[src/rtl/pipeline_hazard_ctrl_pkg.sv]
// Shared types and constants for the LEGv8 pipeline hazard controller.
// Latency: n/a (definitions only).
// Backpressure: n/a.
package pipeline_hazard_ctrl_pkg;

    localparam int REG_AW    = 5;
    localparam int CNT_W     = 16;
    localparam int DRAIN_CYC = 4;
    localparam int DRAIN_W   = $clog2(DRAIN_CYC);

    // XZR reads as zero, so it can never carry a real dependency.
    localparam logic [REG_AW-1:0] ZERO_REG = 5'd31;
    localparam logic [7:0]        WAIT_MAX = 8'd255;

    typedef enum logic [1:0] {
        ST_RUN      = 2'd0,
        ST_MEM_WAIT = 2'd1,
        ST_DRAIN    = 2'd2,
        ST_HALTED   = 2'd3
    } state_t;

    typedef logic [1:0] fwd_sel_t;
    localparam fwd_sel_t FWD_REG = 2'b00;
    localparam fwd_sel_t FWD_MEM = 2'b10;
    localparam fwd_sel_t FWD_WB  = 2'b01;

    // Operand source select; the younger MEM-stage result wins over WB.
    function automatic fwd_sel_t fwd_select(
        input logic [REG_AW-1:0] src,
        input logic              mem_we,
        input logic [REG_AW-1:0] mem_rd,
        input logic              wb_we,
        input logic [REG_AW-1:0] wb_rd
    );
        if (mem_we && (mem_rd != ZERO_REG) && (mem_rd == src))
            return FWD_MEM;
        else if (wb_we && (wb_rd != ZERO_REG) && (wb_rd == src))
            return FWD_WB;
        else
            return FWD_REG;
    endfunction

    function automatic logic [CNT_W-1:0] sat_inc(input logic [CNT_W-1:0] v);
        return (&v) ? v : v + 1'b1;
    endfunction

endpackage

[src/rtl/pipeline_hazard_ctrl_if.sv]
// Bundle of pipeline-side hazard inputs and controller outputs.
// Latency: n/a (wiring only).
// Backpressure: n/a; master = pipeline datapath, slave = hazard controller.
interface pipeline_hazard_ctrl_if;
    import pipeline_hazard_ctrl_pkg::*;

    logic [REG_AW-1:0] id_rn, id_rm, ex_rn, ex_rm, ex_rd, mem_rd, wb_rd;
    logic              id_uses_rm, ex_mem_read, mem_reg_write, mem_access;
    logic              mem_pc_src, dmem_ready, wb_reg_write, halt_req;

    logic              pc_write, ifid_write, ifid_flush, idex_bubble;
    logic              exmem_flush, stage_hold, halted, err_timeout;
    logic [1:0]        fwd_a, fwd_b, state;
    logic [CNT_W-1:0]  stall_cnt, flush_cnt;

    modport master (
        output id_rn, id_rm, id_uses_rm, ex_rn, ex_rm, ex_mem_read, ex_rd,
               mem_reg_write, mem_rd, mem_access, mem_pc_src, dmem_ready,
               wb_reg_write, wb_rd, halt_req,
        input  pc_write, ifid_write, ifid_flush, idex_bubble, exmem_flush,
               stage_hold, fwd_a, fwd_b, state, halted, err_timeout,
               stall_cnt, flush_cnt
    );

    modport slave (
        input  id_rn, id_rm, id_uses_rm, ex_rn, ex_rm, ex_mem_read, ex_rd,
               mem_reg_write, mem_rd, mem_access, mem_pc_src, dmem_ready,
               wb_reg_write, wb_rd, halt_req,
        output pc_write, ifid_write, ifid_flush, idex_bubble, exmem_flush,
               stage_hold, fwd_a, fwd_b, state, halted, err_timeout,
               stall_cnt, flush_cnt
    );
endinterface

[src/rtl/pipeline_hazard_ctrl_fwd.sv]
// EX-stage operand forwarding compare (purely combinational).
// Latency: 0 cycles.
// Backpressure: none.
// Ports: ex_rn/ex_rm EX sources, mem_*/wb_* producer stages, fwd_a/fwd_b selects.
module pipeline_fwd_unit
    import pipeline_hazard_ctrl_pkg::*;
(
    input  logic [REG_AW-1:0] ex_rn,
    input  logic [REG_AW-1:0] ex_rm,
    input  logic              mem_reg_write,
    input  logic [REG_AW-1:0] mem_rd,
    input  logic              wb_reg_write,
    input  logic [REG_AW-1:0] wb_rd,
    output fwd_sel_t          fwd_a,
    output fwd_sel_t          fwd_b
);
    assign fwd_a = fwd_select(ex_rn, mem_reg_write, mem_rd, wb_reg_write, wb_rd);
    assign fwd_b = fwd_select(ex_rm, mem_reg_write, mem_rd, wb_reg_write, wb_rd);
endmodule

[src/rtl/pipeline_hazard_ctrl.sv]
// LEGv8 5-stage sequencing: stalls, flushes, dmem waits, halt/drain, forwarding, perf counters.
// Latency: control outputs combinational in the same cycle; state/counters update on next posedge.
// Backpressure: dmem_ready low holds PC/IF/ID and freezes ID/EX..MEM/WB via stage_hold.
// Ports: clk, reset (sync, active-low), bus (slave modport of pipeline_hazard_ctrl_if).
module pipeline_hazard_ctrl
    import pipeline_hazard_ctrl_pkg::*;
(
    input  logic                 clk,
    input  logic                 reset,
    pipeline_hazard_ctrl_if.slave bus
);
    state_t             state_q, state_d;
    logic [DRAIN_W-1:0] drain_q, drain_d;
    logic [7:0]         wait_q, wait_d;
    logic               err_q, err_d;
    logic [CNT_W-1:0]   stall_q, flush_q;
    logic               stall_inc, flush_inc;
    logic               pc_write, ifid_write, ifid_flush, idex_bubble;
    logic               exmem_flush, stage_hold, halted;

    logic mem_wait, load_use;
    assign mem_wait = bus.mem_access & ~bus.dmem_ready;
    assign load_use = bus.ex_mem_read & (bus.ex_rd != ZERO_REG) &
                      ((bus.ex_rd == bus.id_rn) | (bus.id_uses_rm & (bus.ex_rd == bus.id_rm)));

    always_comb begin
        state_d     = state_q;
        drain_d     = drain_q;
        wait_d      = wait_q;
        err_d       = err_q;
        stall_inc   = 1'b0;
        flush_inc   = 1'b0;
        pc_write    = 1'b1;
        ifid_write  = 1'b1;
        ifid_flush  = 1'b0;
        idex_bubble = 1'b0;
        exmem_flush = 1'b0;
        stage_hold  = 1'b0;
        halted      = 1'b0;

        case (state_q)
            ST_RUN: begin
                if (mem_wait) begin
                    pc_write   = 1'b0;
                    ifid_write = 1'b0;
                    stage_hold = 1'b1;
                    stall_inc  = 1'b1;
                    state_d    = ST_MEM_WAIT;
                end else if (bus.mem_pc_src) begin
                    // The flush kills the decode instr, so any load-use stall is moot.
                    ifid_flush  = 1'b1;
                    idex_bubble = 1'b1;
                    exmem_flush = 1'b1;
                    flush_inc   = 1'b1;
                end else if (load_use) begin
                    pc_write    = 1'b0;
                    ifid_write  = 1'b0;
                    idex_bubble = 1'b1;
                    stall_inc   = 1'b1;
                end else if (bus.halt_req) begin
                    pc_write   = 1'b0;
                    ifid_flush = 1'b1;
                    drain_d    = DRAIN_W'(DRAIN_CYC - 1);
                    state_d    = ST_DRAIN;
                end
            end
            ST_MEM_WAIT: begin
                if (bus.dmem_ready) begin
                    wait_d  = '0;
                    state_d = ST_RUN;
                end else begin
                    pc_write   = 1'b0;
                    ifid_write = 1'b0;
                    stage_hold = 1'b1;
                    stall_inc  = 1'b1;
                    wait_d     = (wait_q == WAIT_MAX) ? wait_q : wait_q + 1'b1;
                    if (wait_q == WAIT_MAX)
                        err_d = 1'b1;
                end
            end
            ST_DRAIN: begin
                // Fetch is already off; branches resolving now have nothing left to redirect.
                pc_write   = 1'b0;
                ifid_flush = 1'b1;
                if (mem_wait) begin
                    ifid_write = 1'b0;
                    stage_hold = 1'b1;
                end else if (drain_q == '0) begin
                    state_d = ST_HALTED;
                end else begin
                    drain_d = drain_q - 1'b1;
                end
            end
            ST_HALTED: begin
                halted     = 1'b1;
                pc_write   = 1'b0;
                ifid_write = 1'b0;
                if (!bus.halt_req)
                    state_d = ST_RUN;
            end
            default: state_d = ST_RUN;
        endcase

        // Reset lets the pipeline load freely regardless of the stale state.
        if (!reset) begin
            pc_write    = 1'b1;
            ifid_write  = 1'b1;
            ifid_flush  = 1'b0;
            idex_bubble = 1'b0;
            exmem_flush = 1'b0;
            stage_hold  = 1'b0;
            halted      = 1'b0;
        end
    end

    always_ff @(posedge clk) begin
        if (!reset) begin
            state_q <= ST_RUN;
            drain_q <= '0;
            wait_q  <= '0;
            err_q   <= 1'b0;
            stall_q <= '0;
            flush_q <= '0;
        end else begin
            state_q <= state_d;
            drain_q <= drain_d;
            wait_q  <= wait_d;
            err_q   <= err_d;
            if (stall_inc) stall_q <= sat_inc(stall_q);
            if (flush_inc) flush_q <= sat_inc(flush_q);
        end
    end

    pipeline_fwd_unit u_fwd (
        .ex_rn         (bus.ex_rn),
        .ex_rm         (bus.ex_rm),
        .mem_reg_write (bus.mem_reg_write),
        .mem_rd        (bus.mem_rd),
        .wb_reg_write  (bus.wb_reg_write),
        .wb_rd         (bus.wb_rd),
        .fwd_a         (bus.fwd_a),
        .fwd_b         (bus.fwd_b)
    );

    assign bus.pc_write    = pc_write;
    assign bus.ifid_write  = ifid_write;
    assign bus.ifid_flush  = ifid_flush;
    assign bus.idex_bubble = idex_bubble;
    assign bus.exmem_flush = exmem_flush;
    assign bus.stage_hold  = stage_hold;
    assign bus.halted      = halted;
    assign bus.state       = state_q;
    assign bus.err_timeout = err_q;
    assign bus.stall_cnt   = stall_q;
    assign bus.flush_cnt   = flush_q;
endmodule
[src/flat_wrapper.sv]
// flat-port wrapper written by rule: the top's interface ports become plain ports
module pipeline_hazard_ctrl_flat import pipeline_hazard_ctrl_pkg::*;
  (clk, reset, bus_id_rn, bus_id_rm, bus_id_uses_rm, bus_ex_rn, bus_ex_rm, bus_ex_mem_read, bus_ex_rd, bus_mem_reg_write, bus_mem_rd, bus_mem_access, bus_mem_pc_src, bus_dmem_ready, bus_wb_reg_write, bus_wb_rd, bus_halt_req, bus_pc_write, bus_ifid_write, bus_ifid_flush, bus_idex_bubble, bus_exmem_flush, bus_stage_hold, bus_fwd_a, bus_fwd_b, bus_state, bus_halted, bus_err_timeout, bus_stall_cnt, bus_flush_cnt);
  pipeline_hazard_ctrl_if bus_i ();
  input  logic clk;
  input  logic reset;
  input wire logic [$bits(bus_i.id_rn)-1:0] bus_id_rn;
  input wire logic [$bits(bus_i.id_rm)-1:0] bus_id_rm;
  input wire logic [$bits(bus_i.id_uses_rm)-1:0] bus_id_uses_rm;
  input wire logic [$bits(bus_i.ex_rn)-1:0] bus_ex_rn;
  input wire logic [$bits(bus_i.ex_rm)-1:0] bus_ex_rm;
  input wire logic [$bits(bus_i.ex_mem_read)-1:0] bus_ex_mem_read;
  input wire logic [$bits(bus_i.ex_rd)-1:0] bus_ex_rd;
  input wire logic [$bits(bus_i.mem_reg_write)-1:0] bus_mem_reg_write;
  input wire logic [$bits(bus_i.mem_rd)-1:0] bus_mem_rd;
  input wire logic [$bits(bus_i.mem_access)-1:0] bus_mem_access;
  input wire logic [$bits(bus_i.mem_pc_src)-1:0] bus_mem_pc_src;
  input wire logic [$bits(bus_i.dmem_ready)-1:0] bus_dmem_ready;
  input wire logic [$bits(bus_i.wb_reg_write)-1:0] bus_wb_reg_write;
  input wire logic [$bits(bus_i.wb_rd)-1:0] bus_wb_rd;
  input wire logic [$bits(bus_i.halt_req)-1:0] bus_halt_req;
  output wire logic [$bits(bus_i.pc_write)-1:0] bus_pc_write;
  output wire logic [$bits(bus_i.ifid_write)-1:0] bus_ifid_write;
  output wire logic [$bits(bus_i.ifid_flush)-1:0] bus_ifid_flush;
  output wire logic [$bits(bus_i.idex_bubble)-1:0] bus_idex_bubble;
  output wire logic [$bits(bus_i.exmem_flush)-1:0] bus_exmem_flush;
  output wire logic [$bits(bus_i.stage_hold)-1:0] bus_stage_hold;
  output wire logic [$bits(bus_i.fwd_a)-1:0] bus_fwd_a;
  output wire logic [$bits(bus_i.fwd_b)-1:0] bus_fwd_b;
  output wire logic [$bits(bus_i.state)-1:0] bus_state;
  output wire logic [$bits(bus_i.halted)-1:0] bus_halted;
  output wire logic [$bits(bus_i.err_timeout)-1:0] bus_err_timeout;
  output wire logic [$bits(bus_i.stall_cnt)-1:0] bus_stall_cnt;
  output wire logic [$bits(bus_i.flush_cnt)-1:0] bus_flush_cnt;
  assign bus_i.id_rn = bus_id_rn;
  assign bus_i.id_rm = bus_id_rm;
  assign bus_i.id_uses_rm = bus_id_uses_rm;
  assign bus_i.ex_rn = bus_ex_rn;
  assign bus_i.ex_rm = bus_ex_rm;
  assign bus_i.ex_mem_read = bus_ex_mem_read;
  assign bus_i.ex_rd = bus_ex_rd;
  assign bus_i.mem_reg_write = bus_mem_reg_write;
  assign bus_i.mem_rd = bus_mem_rd;
  assign bus_i.mem_access = bus_mem_access;
  assign bus_i.mem_pc_src = bus_mem_pc_src;
  assign bus_i.dmem_ready = bus_dmem_ready;
  assign bus_i.wb_reg_write = bus_wb_reg_write;
  assign bus_i.wb_rd = bus_wb_rd;
  assign bus_i.halt_req = bus_halt_req;
  assign bus_pc_write = bus_i.pc_write;
  assign bus_ifid_write = bus_i.ifid_write;
  assign bus_ifid_flush = bus_i.ifid_flush;
  assign bus_idex_bubble = bus_i.idex_bubble;
  assign bus_exmem_flush = bus_i.exmem_flush;
  assign bus_stage_hold = bus_i.stage_hold;
  assign bus_fwd_a = bus_i.fwd_a;
  assign bus_fwd_b = bus_i.fwd_b;
  assign bus_state = bus_i.state;
  assign bus_halted = bus_i.halted;
  assign bus_err_timeout = bus_i.err_timeout;
  assign bus_stall_cnt = bus_i.stall_cnt;
  assign bus_flush_cnt = bus_i.flush_cnt;
  pipeline_hazard_ctrl u_core (.clk(clk), .reset(reset), .bus(bus_i));
endmodule
[config.mk]
export PLATFORM = sky130hd
export DESIGN_NAME = pipeline_hazard_ctrl_flat
export DESIGN_NICKNAME = d
export VERILOG_FILES = /design/src/rtl/pipeline_hazard_ctrl_pkg.sv /design/src/rtl/pipeline_hazard_ctrl_if.sv /design/src/rtl/pipeline_hazard_ctrl_fwd.sv /design/src/rtl/pipeline_hazard_ctrl.sv /design/src/flat_wrapper.sv
export SDC_FILE = /design/constraint.sdc
export NUM_CORES = 1
export LEC_CHECK = 0
export CAP_MARGIN = 20
export CORE_MARGIN = 10
export CORE_UTILIZATION = 45
export DETAILED_ROUTE_END_ITERATION = 12
export PLACE_DENSITY_LB_ADDON = 0.05
export SYNTH_ARGS = -nofsm -noshare
export SYNTH_HDL_FRONTEND = slang
export SYNTH_SLANG_ARGS = --single-unit
[constraint.sdc]
create_clock -name clk -period 2.4 [get_ports clk]
set_clock_uncertainty 0.2 [all_clocks]
set_input_delay 0.48 -clock clk [delete_from_list [all_inputs] [get_ports clk]]
set_output_delay 0.48 -clock clk [all_outputs]
set_load 0.01 [all_outputs]
# Word-level counts from Yosys, hierarchy flattened
# Index checks and enable logic that the tools add are counted.
dict set report op_classes {
  n_addsub 4
  n_eq_ne 26
  mux 59
  bitwise_logic 8
  n_reduce_logical 19
}
# op count
set op_table {}
lappend op_table {{$mux 1} 34}
lappend op_table {{$add 16x1->16 const B} 2}
lappend op_table {{$mux 2} 16}
lappend op_table {{$reduce_and 16->1} 2}
lappend op_table {{$eq 5x5->1} 6}
lappend op_table {{$ne 2x2->1 const B} 9}
lappend op_table {{$mux 8} 2}
lappend op_table {{$ne 5x5->1 const B} 3}
lappend op_table {{$reduce_and 7->1} 2}
lappend op_table {{$ne 3x2->1 const B} 3}
lappend op_table {{$add 8x1->8 const B} 1}
lappend op_table {{$eq 8x8->1 const B} 1}
lappend op_table {{$pmux 2 s4} 1}
lappend op_table {{$logic_and 1x1->1} 6}
lappend op_table {{$pmux 1 s2} 3}
lappend op_table {{$reduce_and 2->1} 3}
lappend op_table {{$and 1x1->1} 4}
lappend op_table {{$eq 2x2->1 const B} 2}
lappend op_table {{$logic_not 2->1} 2}
lappend op_table {{$pmux 1 s4} 1}
lappend op_table {{$pmux 2 s2} 1}
lappend op_table {{$reduce_or 2->1} 2}
lappend op_table {{$not 1->1} 3}
lappend op_table {{$pmux 1 s3} 1}
lappend op_table {{6 further kinds} 6}
dict set report totals {
  regBits 45
  in_bits 45
  output_inout_bits 46
  elab_cells 122
}

# Depth between registers and ports, before layout
dict set report logic_depth {
  ltp_word 9
  mapped_depth 9
  ltp_nobuf 7
}

# Modules after synthesis
# From an unflattened synthesis, not the netlist that was laid out.
dict set report hier_totals {
  hier_cells 332
  area_unflattened_um2 2695.1
}
# mod n_inst cells_per_inst area_per_inst_um2 seq_area_each_um2
set modules_own_cells {}
lappend modules_own_cells {pipeline_hazard_ctrl 1 296 2434.8 900.9}
lappend modules_own_cells {pipeline_fwd_unit 1 36 260.2 0.0}

# Worst setup path after synthesis
# Ideal clock, no wire load.
dict set report synth_path {
  path_kind {input port to output port}
  from {input port bus_ex_rd[4]}
  to {output port bus_idex_bubble}
  t_arrival_ns 1.804
  required_ns 1.720
  slack_ns -0.084
  path_stages 5
  n_path_buf 0
  cell_sequence {xnor2_1 nand3_1 o22ai_2 nand2b_1 a2111oi_0}
}
dict set report synth_between {
  elab_chain_len 9
  elab_cells_between_ends 12
  cone_classes {eq/ne: 3; mux: 5; bitwise: 4}
}
# element line_no
set synth_rtl {}
lappend synth_rtl {{start, declared} flat_wrapper.sv:13} ;# input wire logic [$bits(bus_i.ex_rd)-1:0] bus_ex_rd;
lappend synth_rtl {{$eq 5x5->1} pipeline_hazard_ctrl.sv:24} ;# ((bus.ex_rd == bus.id_rn) | (bus.id_uses_rm & (bus.ex_rd == bus.id_rm)));
lappend synth_rtl {{$and 1x1->1} pipeline_hazard_ctrl.sv:24}
lappend synth_rtl {{$or 1x1->1} pipeline_hazard_ctrl.sv:24}
lappend synth_rtl {{$and 1x1->1 (*)} pipeline_hazard_ctrl.sv:23} ;# assign load_use = bus.ex_mem_read & (bus.ex_rd != ZERO_REG) &
lappend synth_rtl {{$mux 1 (*)} pipeline_hazard_ctrl.sv:55} ;# end else if (load_use) begin
lappend synth_rtl {{$mux 1 (*)} pipeline_hazard_ctrl.sv:49} ;# end else if (bus.mem_pc_src) begin
lappend synth_rtl {{$mux 1 (*)} pipeline_hazard_ctrl.sv:43} ;# if (mem_wait) begin
lappend synth_rtl {{$mux 1 (*)} pipeline_hazard_ctrl.sv:41} ;# case (state_q)
lappend synth_rtl {{$mux 1 (*)} pipeline_hazard_ctrl.sv:105} ;# if (!reset) begin
lappend synth_rtl {{end, declared} flat_wrapper.sv:25} ;# output wire logic [$bits(bus_i.idex_bubble)-1:0] bus_idex_bubble;
# Mark *: on every way between the ends. The rest lies on a longest branch, timed or not.

# Final worst setup path
dict set report layout_path {
  from {input port bus_id_rm[0]}
  to {output port bus_idex_bubble}
}
dict set report layout_between {
  elab_chain_len 9
}
# element line_no
set layout_rtl {}
lappend layout_rtl {{start, declared} flat_wrapper.sv:8} ;# input wire logic [$bits(bus_i.id_rm)-1:0] bus_id_rm;
lappend layout_rtl {{$eq 5x5->1} pipeline_hazard_ctrl.sv:24}
lappend layout_rtl {{$and 1x1->1} pipeline_hazard_ctrl.sv:24}
lappend layout_rtl {{$or 1x1->1} pipeline_hazard_ctrl.sv:24}
lappend layout_rtl {{$and 1x1->1} pipeline_hazard_ctrl.sv:23}
lappend layout_rtl {{$mux 1} pipeline_hazard_ctrl.sv:55}
lappend layout_rtl {{$mux 1} pipeline_hazard_ctrl.sv:49}
lappend layout_rtl {{$mux 1} pipeline_hazard_ctrl.sv:43}
lappend layout_rtl {{$mux 1} pipeline_hazard_ctrl.sv:41}
lappend layout_rtl {{$mux 1} pipeline_hazard_ctrl.sv:105}
# Every way passes these cells.

==> impl_metrics.ini <==
[yosys]
ys_dominant_reg_cell = dfxtp_1
synthesis.nets = 373
synthCells = 324
yosysUniqueCellTypes = 48
synth_edf_count = 0
ys_seq_elements = 45
ys_seq_area_frac = 0.331
syn_avg_cell_area_um2 = 8.40
yosys_warnings = 0
netlist_area_um2 = 2720
async_flop_share = 0

[setup_path]
path_cells = dlygate4sd2_1 -> xnor2_1 -> nand2_1 -> o22ai_2 -> nand2b_4 -> a2111oi_4 -> buf_2
crit_family = compound AO/OA/AOI/OAI gates
cp_slowest_cell = a2111oi_4
worstPathMaxFanout = 5
crit_path_start_kind = input port
worstPathRequired_ns = 1.72
crit_buf_inv = 2
critPathKind = input port to primary output
critPathArrivalTime_ns = 1.70
slowest_delay_ns = 0.29
worst_setup_path_end_kind = primary output

[timing]
tns_ns = 0
setup_ws_ns = 0.0233
fin_crit_sh = 0.990
slew_headroom = 0.597
hold_viol_final = 0
final_max_slew_viol_count = 0
max_freq_mhz = 421
rsz0062_at_grt = yes
worstMarginPinSlew_ns = 0.596
fin_crit_ns = 2.38
setup_viol = 0

[route]
dr.max_layer_used = met4
dr_wl_met3_um = 469
drc_errors = 0
via_count = 2894
wl_per_cell_um = 15.1
wl_um = 8330
drtIter0Drc = 106
met1_length_um = 3610
met2_length_um = 4180
first_pass_iters = 4
viasPerCell = 5.24
final_antenna_net_count = 0

[clock_tree]
tritoncts = yes
cts_buffers = 5
clkLatencyLatePin_ns = 0.30
root_buffer = clkbuf_8
numClockSinks = 45
clock_tree.buffer_depth = 2
htreeDepth = 2
clk_pin_slew_worst_paths_ns = 0.08

[power]
irDropWorstVdd_mv = 0.270
combPwrFrac = 0.238
internal_power_mw = 1.29
swShare = 0.266
finalPower_mw = 1.75
p_sw_mw = 0.466
pwr-share-seq = 0.444
power.density_nw_per_um2 = 410
cellLeakagePower_nw = 1.73
pwr-share-clk = 0.318

[floorplan]
dieWidth_um = 97.7
ioPinCount = 91
die_h_um = 97.7
dieArea_um2 = 9550
num_rows = 28
initial_core_util = 0.462
core_um2 = 5890

[placed_design]
placed_area_um2 = 4130
hpwl_um = 6400
gp_congestion = 0.879
io_buffer_count = 90
place_inst = 542
preCtsSetupSlack_ns = -1.00

[cells_and_area]
drive_above_1_share = 0.298
seqCellArea_um2 = 902
insertedDiodeCount = 0
fill_cells = 481
final_cell_area_um2 = 4280
multi_input_area_um2 = 1900
synthToLayoutAreaGrowth_pct = 57.4
final_common_cell = buf_4
nets = 526
final_cell_mix = buf_4 (62), dfxtp_1 (44), clkdlybuf4s50_1 (39)
final_cells = 552

[min_path]
hp-class = register to register

[grt]
grt-ovfl-total = 0
grt_max_degree = 25
grt_util_all_layers = 0.165
grt_pass1_wl_um = 13700
antenna_found_initial = 0
grt_pass1_vias = 2734

[flow_run]
drv_cap = 0

[run_status]
status = completed
power by group through the flow:
stage / combinational (mW) / sequential [mW] / clock (mW)
finish: 0.417 / 0.779 / 0.557
global route: 0.452 / 0.781 / 0.604
CTS: 0.402 / 0.777 / 0.567
detailed placement: 0.408 / 0.794 / 0
global placement: 0.402 / 0.794 / 0
floorplan: 0.169 / 0.796 / 0
worst min-delay path: cells and delay by family, from the launching register on:
family | cells | cell delay (ns)
flops | 1 | 0.33
compound gates | 2 | 0.11
registers in the layout, summed over array words and instances (netlist names):
| name | count |
|---|---|
| u_core.bus.state | 2 |
| u_core.bus.err_timeout | 1 |
| u_core.bus.flush_cnt | 16 |
| u_core.wait_q | 8 |
| u_core.drain_q | 2 |
| u_core.bus.stall_cnt | 16 |
cells by family (layout without fill, tap and decap cells):
group,after synthesis,count (layout),synth area share
compound gates,50,50,0.134
xor+xnor,52,52,0.167
fa+ha+maj,4,4,0.0184
buf+inv,17,170,0.0317
flops,45,45,0.331
mux,3,3,0.0110
simple gates,153,153,0.306
final timing paths:
| kind | start | endpoint | slack (ns) | depth (start not counted) |
|---|---|---|---|---|
| worst max register to register | u_core.bus.state[1]$_SDFFE_PN0P_ | u_core.bus.stall_cnt[9]$_SDFFE_PN0P_ | 0.14 | 6 |
| worst min-delay path | u_core.wait_q[7]$_SDFFE_PN0P_ | u_core.wait_q[7]$_SDFFE_PN0P_ | 0.28 | 2 |
| worst min register to register | u_core.wait_q[7]$_SDFFE_PN0P_ | u_core.wait_q[7]$_SDFFE_PN0P_ | 0.28 | 2 |
| worst max-delay path | bus_id_rm[0] | bus_idex_bubble | 0.02 | 7 |
cell usage after synthesis, types with 3 or more instances:
master,n,area (um^2)
nand2b_1,3,18.8
and4_1,7,61.3
nor4_1,7,43.8
mux2i_1,3,30.0
nand4_1,8,50.1
o21ai_1,7,35.0
nand3_1,22,110
nor3_1,3,15.0
clkbuf_1,4,15.0
or4_1,9,67.6
o31ai_1,8,60.1
dfxtp_1,45,901
buf_6,3,33.8
ha_1,4,50.1
nor2_1,39,146
xor2_1,26,228
nor2b_1,4,25.0
inv_1,7,26.3
xnor2_1,26,228
and3_1,5,31.3
nand2_1,25,93.8
a21oi_1,17,85.1
and2_1,4,25.0
or3_1,6,37.5
stage by stage:
stage / utilization / hold WS, ns
after detailed placement: 0.702 / 0.268
after global placement: 0.702 / 0.259
after CTS: 0.717 / 0.283
after global routing: 0.727 / 0.309
after floorplan: - / 0.249
final: 0.727 / 0.282
layout make-up:
class                           instances  area share
Clock buffer                            5      0.0161
Clock inverter                          2     0.00818
Inverter                                9     0.00789
Multi-Input combinational cell        262       0.445
Sequential cell                        45       0.211
Tap cell                               75      0.0219
Timing Repair Buffer                  154       0.291
repair_timing:
item	in CTS	in global routing
setup buffers	2	2
hold buffers	0	0
resized for setup	162	20
pin swaps	31	10
endpoints found under the setup margin	24	15
per-layer routing:
| layer | vias up | GRT usage |
|---|---|---|
| met5 | - | 0 |
| met4 | 0 | 0.0470 |
| met3 | 6 | 0.0451 |
| met2 | 74 | 0.285 |
| met1 | 1346 | 0.195 |
| li1 | 1468 | - |
Power figures use the tool's default switching activity.
